`src/rtl/i2c_pkg.sv`:
```
// Shared types for the single-byte I2C initiator: FSM states, R/W and ACK levels,
// and the per-state open-drain drive pattern for each quarter of a bit-time.
package i2c_pkg;

  typedef enum logic [3:0] {
    ST_IDLE,
    ST_START,
    ST_ADDR,
    ST_ADDR_ACK,
    ST_WRITE,
    ST_WRITE_ACK,
    ST_READ,
    ST_READ_NACK,
    ST_STOP
  } state_e;

  localparam logic I2C_WRITE = 1'b0;
  localparam logic I2C_READ  = 1'b1;
  localparam logic I2C_ACK   = 1'b0;

  // Returns {scl_oe, sda_oe}; b is the data bit currently on the wire.
  function automatic logic [1:0] line_drive(state_e st, logic [1:0] q, logic b);
    logic scl_low;
    scl_low = (q == 2'd0) || (q == 2'd3);
    case (st)
      ST_START:                                         line_drive = {1'b0, q[1]};
      ST_ADDR, ST_WRITE:                                line_drive = {scl_low, ~b};
      ST_ADDR_ACK, ST_WRITE_ACK, ST_READ, ST_READ_NACK: line_drive = {scl_low, 1'b0};
      ST_STOP:                                          line_drive = {q == 2'd0, q != 2'd3};
      default:                                          line_drive = 2'b00;
    endcase
  endfunction

endpackage

```
`src/rtl/i2c_master_if.sv`:
```
// Request/response and open-drain bus signals of the I2C initiator.
// master = the controller side, slave = the requesting logic plus bus pads.
interface i2c_master_if;
  logic       start;
  logic       rw;
  logic [6:0] addr;
  logic [7:0] wdata;
  logic       busy;
  logic       done;
  logic       ack_err;
  logic [7:0] rdata;
  logic       scl_oe;
  logic       sda_oe;
  logic       sda_in;

  modport master (
    input  start, rw, addr, wdata, sda_in,
    output busy, done, ack_err, rdata, scl_oe, sda_oe
  );

  modport slave (
    output start, rw, addr, wdata, sda_in,
    input  busy, done, ack_err, rdata, scl_oe, sda_oe
  );
endinterface

```
`src/rtl/i2c_clk_div.sv`:
```
// Quarter-bit tick generator: one-cycle tick every CLK_DIV cycles, held at zero by clr.
// Latency: first tick CLK_DIV cycles after clr drops; no backpressure.
module i2c_clk_div #(
  parameter int unsigned CLK_DIV = 4
) (
  input  logic clk,
  input  logic rst,
  input  logic clr,
  output logic tick
);

  localparam logic [7:0] LAST = 8'(CLK_DIV - 1);

  logic [7:0] cnt;

  assign tick = !clr && (cnt == LAST);

  always_ff @(posedge clk or posedge rst) begin
    if (rst) begin
      cnt <= 8'd0;
    end else if (clr || tick) begin
      cnt <= 8'd0;
    end else begin
      cnt <= cnt + 8'd1;
    end
  end

endmodule

```
`src/rtl/i2c_master.sv`:
```
// Single-byte I2C initiator: START, {addr,rw}, one data byte, ACK slots, STOP; done after 20 (NACK: 11) bit-times + 1.
// Backpressure: start is only taken in IDLE and not in the done cycle; requests while busy are dropped.
module i2c_master
  import i2c_pkg::*;
#(
  parameter int unsigned CLK_DIV = 4
) (
  input  logic            clk,
  input  logic            rst,
  i2c_master_if.master    bus
);

  state_e     state;
  logic [1:0] q;
  logic [2:0] bit_cnt;
  logic [7:0] tx;
  logic [7:0] rx;
  logic [7:0] wbyte;
  logic       rw_q;
  logic       ack_smp;
  logic       busy_q;
  logic       done_q;
  logic       ack_err_q;
  logic [7:0] rdata_q;
  logic       scl_oe_q;
  logic       sda_oe_q;
  logic       tick;

  i2c_clk_div #(.CLK_DIV(CLK_DIV)) u_div (
    .clk  (clk),
    .rst  (rst),
    .clr  (state == ST_IDLE),
    .tick (tick)
  );

  assign bus.busy    = busy_q;
  assign bus.done    = done_q;
  assign bus.ack_err = ack_err_q;
  assign bus.rdata   = rdata_q;
  assign bus.scl_oe  = scl_oe_q;
  assign bus.sda_oe  = sda_oe_q;

  always_ff @(posedge clk or posedge rst) begin
    if (rst) begin
      state     <= ST_IDLE;
      q         <= 2'd0;
      bit_cnt   <= 3'd0;
      tx        <= 8'd0;
      rx        <= 8'd0;
      wbyte     <= 8'd0;
      rw_q      <= 1'b0;
      ack_smp   <= 1'b0;
      busy_q    <= 1'b0;
      done_q    <= 1'b0;
      ack_err_q <= 1'b0;
      rdata_q   <= 8'd0;
      scl_oe_q  <= 1'b0;
      sda_oe_q  <= 1'b0;
    end else begin
      done_q <= 1'b0;
      // Line drive trails the phase registers by one cycle; ordering between quarters is kept.
      {scl_oe_q, sda_oe_q} <= line_drive(state, q, tx[7]);
      if (state == ST_IDLE) begin
        if (bus.start && !done_q) begin
          tx        <= {bus.addr, bus.rw};
          wbyte     <= bus.wdata;
          rw_q      <= bus.rw;
          ack_err_q <= 1'b0;
          busy_q    <= 1'b1;
          q         <= 2'd0;
          bit_cnt   <= 3'd0;
          state     <= ST_START;
        end
      end else if (tick) begin
        q <= q + 2'd1;
        if (q == 2'd2) begin
          ack_smp <= bus.sda_in;
          if (state == ST_READ) rx <= {rx[6:0], bus.sda_in};
        end
        if (q == 2'd3) begin
          case (state)
            ST_START: state <= ST_ADDR;
            ST_ADDR, ST_WRITE, ST_READ: begin
              tx      <= {tx[6:0], 1'b0};
              bit_cnt <= bit_cnt + 3'd1;
              if (bit_cnt == 3'd7) begin
                case (state)
                  ST_ADDR:  state <= ST_ADDR_ACK;
                  ST_WRITE: state <= ST_WRITE_ACK;
                  default: begin
                    rdata_q <= rx;
                    state   <= ST_READ_NACK;
                  end
                endcase
              end
            end
            ST_ADDR_ACK: begin
              if (ack_smp != I2C_ACK) begin
                ack_err_q <= 1'b1;
                state     <= ST_STOP;
              end else if (rw_q == I2C_READ) begin
                state <= ST_READ;
              end else begin
                tx    <= wbyte;
                state <= ST_WRITE;
              end
            end
            ST_WRITE_ACK: begin
              if (ack_smp != I2C_ACK) ack_err_q <= 1'b1;
              state <= ST_STOP;
            end
            ST_READ_NACK: state <= ST_STOP;
            ST_STOP: begin
              done_q <= 1'b1;
              busy_q <= 1'b0;
              state  <= ST_IDLE;
            end
            default: state <= ST_IDLE;
          endcase
        end
      end
    end
  end

endmodule

```
`src/flat_wrapper.sv`:
```
// flat-port wrapper written by rule: the top's interface ports become plain ports
module i2c_master_flat import i2c_pkg::*;
#(
  parameter int unsigned CLK_DIV = 4
)
  (clk, rst, bus_start, bus_rw, bus_addr, bus_wdata, bus_sda_in, bus_busy, bus_done, bus_ack_err, bus_rdata, bus_scl_oe, bus_sda_oe);
  i2c_master_if bus_i ();
  input  logic clk;
  input  logic rst;
  input wire logic [$bits(bus_i.start)-1:0] bus_start;
  input wire logic [$bits(bus_i.rw)-1:0] bus_rw;
  input wire logic [$bits(bus_i.addr)-1:0] bus_addr;
  input wire logic [$bits(bus_i.wdata)-1:0] bus_wdata;
  input wire logic [$bits(bus_i.sda_in)-1:0] bus_sda_in;
  output wire logic [$bits(bus_i.busy)-1:0] bus_busy;
  output wire logic [$bits(bus_i.done)-1:0] bus_done;
  output wire logic [$bits(bus_i.ack_err)-1:0] bus_ack_err;
  output wire logic [$bits(bus_i.rdata)-1:0] bus_rdata;
  output wire logic [$bits(bus_i.scl_oe)-1:0] bus_scl_oe;
  output wire logic [$bits(bus_i.sda_oe)-1:0] bus_sda_oe;
  assign bus_i.start = bus_start;
  assign bus_i.rw = bus_rw;
  assign bus_i.addr = bus_addr;
  assign bus_i.wdata = bus_wdata;
  assign bus_i.sda_in = bus_sda_in;
  assign bus_busy = bus_i.busy;
  assign bus_done = bus_i.done;
  assign bus_ack_err = bus_i.ack_err;
  assign bus_rdata = bus_i.rdata;
  assign bus_scl_oe = bus_i.scl_oe;
  assign bus_sda_oe = bus_i.sda_oe;
  i2c_master #(.CLK_DIV(CLK_DIV)) u_core (.clk(clk), .rst(rst), .bus(bus_i));
endmodule
```
`config.mk`:
```
export PLATFORM = sky130hd
export DESIGN_NAME = i2c_master_flat
export DESIGN_NICKNAME = d
export VERILOG_FILES = /design/src/rtl/i2c_pkg.sv /design/src/rtl/i2c_master_if.sv /design/src/rtl/i2c_clk_div.sv /design/src/rtl/i2c_master.sv /design/src/flat_wrapper.sv
export SDC_FILE = /design/constraint.sdc
export NUM_CORES = 1
export LEC_CHECK = 0
export ABC_CLOCK_PERIOD_IN_PS = 2640
export BUFFER_PORTS_ARGS = -buffer_cell sky130_fd_sc_hd__buf_4
export CAP_MARGIN = 0
export CORE_UTILIZATION = 35
export CTS_BUF_LIST = sky130_fd_sc_hd__clkbuf_8
export CTS_CLUSTER_SIZE = 24
export DETAILED_ROUTE_END_ITERATION = 16
export PLACE_DENSITY = 0.54
export SYNTH_ARGS = -nofsm -noshare
export SYNTH_HDL_FRONTEND = slang
export SYNTH_SLANG_ARGS = --single-unit
export TNS_END_PERCENT = 10
```
`constraint.sdc`:
```
create_clock -name clk -period 2.64 [get_ports clk]
set_clock_uncertainty 0.2 [all_clocks]
set_input_delay 0.264 -clock clk [delete_from_list [all_inputs] [get_ports clk]]
set_output_delay 0.264 -clock clk [all_outputs]
set_load 0.01 [all_outputs]
```
==> results.json <==
{
  "path_delay_family": "simple AND/OR/NAND/NOR gates",
  "dominantRegCellSynth": "dfrtp_1",
  "slowest_delay_ns": 0.56,
  "io_buffer_count": 32,
  "ys_seq_area_frac": 0.529,
  "outcome": "finished clean",
  "gpl.final_weighted_congestion": 0.778,
  "cellLeakagePower_uw": 0.00168,
  "r2r-end": "u_core.bit_cnt[0]$_DFFE_PP0P_",
  "placement_rows": 31,
  "detail_route.vias_per_cell": 4.82,
  "cts-root-to-sink-buffers": 2,
  "gr-total-overflow": 0,
  "antenna_found_initial": 0,
  "combPwrFrac": 0.351,
  "startpoint_type_of_the_worst_setup_path": "flip-flop",
  "category_of_the_worst_setup_path_capture_point": "flip-flop",
  "synthesis.yosys.warnings": 0,
  "number_of_distinct_library_cell_variants_in_the_gate_level_netlist_after_synthesis": 39,
  "grt_first_pass_wirelength_mm": 8.91,
  "drtAntennaViolNets": 0,
  "synth_area_per_cell_um2": 11.1,
  "total_cell_area_at_the_placement_stage_um2": 3170,
  "finalHoldViolations": 0,
  "data_required_time_at_the_worst_endpoint_ns": 2.64,
  "max_freq_mhz": 397,
  "timing.reg2reg.worst_path_depth": 6,
  "rsz0062_at_grt": "no",
  "cp.arrival_ns": 2.53,
  "post_synth_instance_area_um2": 2650,
  "finalWirelength_mm": 5.36,
  "worstHoldStart": "bus_addr[1]",
  "cts-htree-levels": 2,
  "hpwl_mm": 3.79,
  "clock_insertion_delay_worst_skew_ns": 0.31,
  "p_int_uw": 1670,
  "tritoncts": "yes",
  "synth-edff-count": 0,
  "drive_above_1_share": 0.338,
  "first_global_vias": 1914,
  "dr_total_vias": 1933,
  "place_worst_setup_slack_ns": -0.0168,
  "netSwitchingPower_uw": 822,
  "power_frac_seq": 0.455,
  "finalPower_uw": 2500,
  "min_path_cells": 4,
  "async_s_r_ff_share_synth": 1.00,
  "number_of_setup_violations_in_the_final_report": 0,
  "detail_route.iter0.violations": 82,
  "path_max_fanout": 4,
  "clock-root-buffer": "clkbuf_8",
  "syn-instance-count": 239,
  "power_per_cell_area_nw_per_um2": 737,
  "number_of_storage_elements_in_the_synthesis_netlist": 56,
  "postLayoutCellArea_um2": 3390,
  "crit_chain": "ha_2 -> or4b_4 -> or4_4 -> a21oi_1 -> buf_4 -> mux2_2",
  "floorplan.initialDensity": 0.363,
  "core_region_area_um2": 7290,
  "slew_violations": 0,
  "count_of_tritonroute_iterations_in_the_first_routing_pass": 4,
  "synthToLayoutAreaGrowth_pct": 27.9,
  "layout_worst_path_cycle_share": 0.955,
  "cts_num_sinks": 56,
  "maxCapViolCount": 0,
  "crit_path_buf_inv_count": 1,
  "r2r_slack_ns": 0.12,
  "path_class_of_the_lowest_slack_min_delay_path": "primary input to flip-flop",
  "layout.area.seq_um2": 1400,
  "dieHeight_um": 89.0,
  "clk_pin_slew_worst_paths_ns": 0.11,
  "top_level_ports": 33,
  "total_die_area_um2": 7920,
  "layout_setup_ws_ns": 0.119,
  "cpMaxStageDelayCell": "or4_4",
  "tritoncts.num_buffers": 5,
  "detail_route.wl_per_cell_um": 13.4,
  "die_w_um": 89.0,
  "finish.net_count": 327,
  "fillerInstances": 723,
  "cts.repair_timing.setup_buffer_count": 0,
  "synth_nets": 265,
  "vdd_drop_max_uv": 257,
  "r2r-start": "u_core.u_div.cnt[0]$_DFF_PP0_",
  "worstSetupPathType": "flip-flop to flip-flop",
  "timing.hold.worst_endpoint": "u_core.tx[2]$_DFFE_PP0P_",
  "antenna_cells": 0,
  "multi_input_area_um2": 1210,
  "timing.final.crit_period_ns": 2.52,
  "power.switching_fraction": 0.329,
  "max-slew-margin-rel": 0.580,
  "largest_net_degree_at_the_start_of_global_routing": 30,
  "gr-usage-all-layers": 0.148,
  "detail_route.drc_violations": 0,
  "tightestPinTransition_ns": 0.628,
  "p_clk_frac": 0.194
}
[layout make-up]
class	instances	area share
Inverter	4	0.00443
Clock inverter	3	0.00665
Timing Repair Buffer	68	0.162
Clock buffer	5	0.0203
Tap cell	99	0.0366
Sequential cell	56	0.414
Multi-Input combinational cell	166	0.356
[sequential cells by signal, indices dropped and copies added (netlist names)]
name                cells
u_core.state            4
u_core.q                2
u_core.bus.ack_err      1
u_core.wbyte            8
u_core.bus.busy         1
u_core.rx               8
u_core.u_div.cnt        8
u_core.bit_cnt          3
u_core.tx               8
u_core.bus.done         1
u_core.bus.rdata        8
u_core.rw_q             1
u_core.bus.scl_oe       1
u_core.ack_smp          1
u_core.bus.sda_oe       1
[metal layers]
layer / vias up / global-route usage / wire [um]
li1: 956 / - / -
met1: 946 / 0.191 / 2520
met2: 25 / 0.248 / 2600
met3: 6 / 0.0342 / 161
met4: 0 / 0.0462 / 73
met5: - / 0 / 0
[stage by stage]
stage	std cells	util	TNS [ns]	hold WS (ns)
2_1_floorplan	239	-	-0.468	0.169
3_3_place_gp	382	0.435	0	0.190
3_5_place_dp	382	0.435	-0.101	0.196
4_1_cts	401	0.463	0	0.0737
5_1_grt	401	0.465	0	0.0951
6_report	401	0.465	0	0.0849
[cells by family after synthesis]
| group | synth area share |
|---|---|
| AOI/OAI and AO/OA | 0.0657 |
| xor gates and xnor gates | 0.0231 |
| adders and majority gates | 0.0283 |
| buffers and inverters | 0.0274 |
| DFF | 0.529 |
| muxes | 0.161 |
| and+or+nand+nor | 0.165 |
[power groups by stage]
stage          Sequential (uW)  Clock, uW  Combinational, uW
5_1_grt                   1160        526                983
2_1_floorplan             1130          0                585
3_3_place_gp              1150          0                853
3_5_place_dp              1150          0                863
6_report                  1140        483                876
4_1_cts                   1140        502                878
[cells in the mapped netlist, types with 2 or more instances]
cell type | instances | share of area
inv_1 | 4 | 0.0057
xor2_1 | 6 | 0.020
and3_1 | 2 | 0.0047
ha_1 | 6 | 0.028
nor2_1 | 15 | 0.021
nand2b_1 | 3 | 0.0071
o21ai_0 | 9 | 0.017
nand3_1 | 9 | 0.017
a22o_1 | 4 | 0.013
mux2_2 | 21 | 0.089
and4_1 | 3 | 0.0099
nor3_1 | 7 | 0.013
and2_1 | 2 | 0.0047
nor2b_1 | 3 | 0.0071
clkbuf_1 | 11 | 0.016
mux2_4 | 8 | 0.045
mux2i_1 | 7 | 0.026
nand2_1 | 38 | 0.054
dfrtp_1 | 56 | 0.53
a21oi_1 | 5 | 0.0094
or4_1 | 2 | 0.0057
[tightest hold or removal path, delay by kind of cell]
family	cells	cell delay, ns
muxes	1	0.13
buffers and inverters	1	0.07
AOI/OAI and AO/OA	1	0.06
and+or+nand+nor	1	0.03
[cells in the final DEF, fill, tap and decap left out, drive strengths merged, types with 2 or more instances in the layout]
cell type,n
buf,57
dfrtp,56
nand2,38
mux2,29
nor2,15
dlygate4sd3,11
o21ai,10
nand3,9
nor3,7
mux2i,7
xor2,6
ha,6
a21oi,5
clkbuf,5
inv,5
a22o,4
nand2b,3
and4,3
nor2b,3
and2,2
and3,2
or4,2
clkinv,2
[worst max-delay path by stage]
stage | startpoint | to | slack, ns | cells past startpoint
5_1_grt | u_core.u_div.cnt[0]$_DFF_PP0_ | u_core.bit_cnt[0]$_DFFE_PP0P_ | 0.03 | 6
2_1_floorplan | u_core.u_div.cnt[0]$_DFF_PP0_ | u_core.bit_cnt[0]$_DFFE_PP0P_ | -0.04 | 6
6_report | u_core.u_div.cnt[0]$_DFF_PP0_ | u_core.bit_cnt[0]$_DFFE_PP0P_ | 0.12 | 6
4_1_cts | u_core.u_div.cnt[1]$_DFF_PP0_ | u_core.tx[5]$_DFFE_PP0P_ | 0.05 | 5
3_5_place_dp | u_core.u_div.cnt[1]$_DFF_PP0_ | u_core.tx[0]$_DFFE_PP0P_ | -0.02 | 5
3_3_place_gp | u_core.u_div.cnt[1]$_DFF_PP0_ | u_core.tx[2]$_DFFE_PP0P_ | 0.02 | 5
[timing repair]
action / 4_1_cts / 5_1_grt
hold endpoints to repair: 39 / 0
hold buffers: 11 / 0
gates resized for setup: 1 / 2
pin swaps: 0 / 0
setup endpoints to repair: 8 / 8
cloned: 0 / 0
Note: power is estimated with default switching activity, not from simulation.
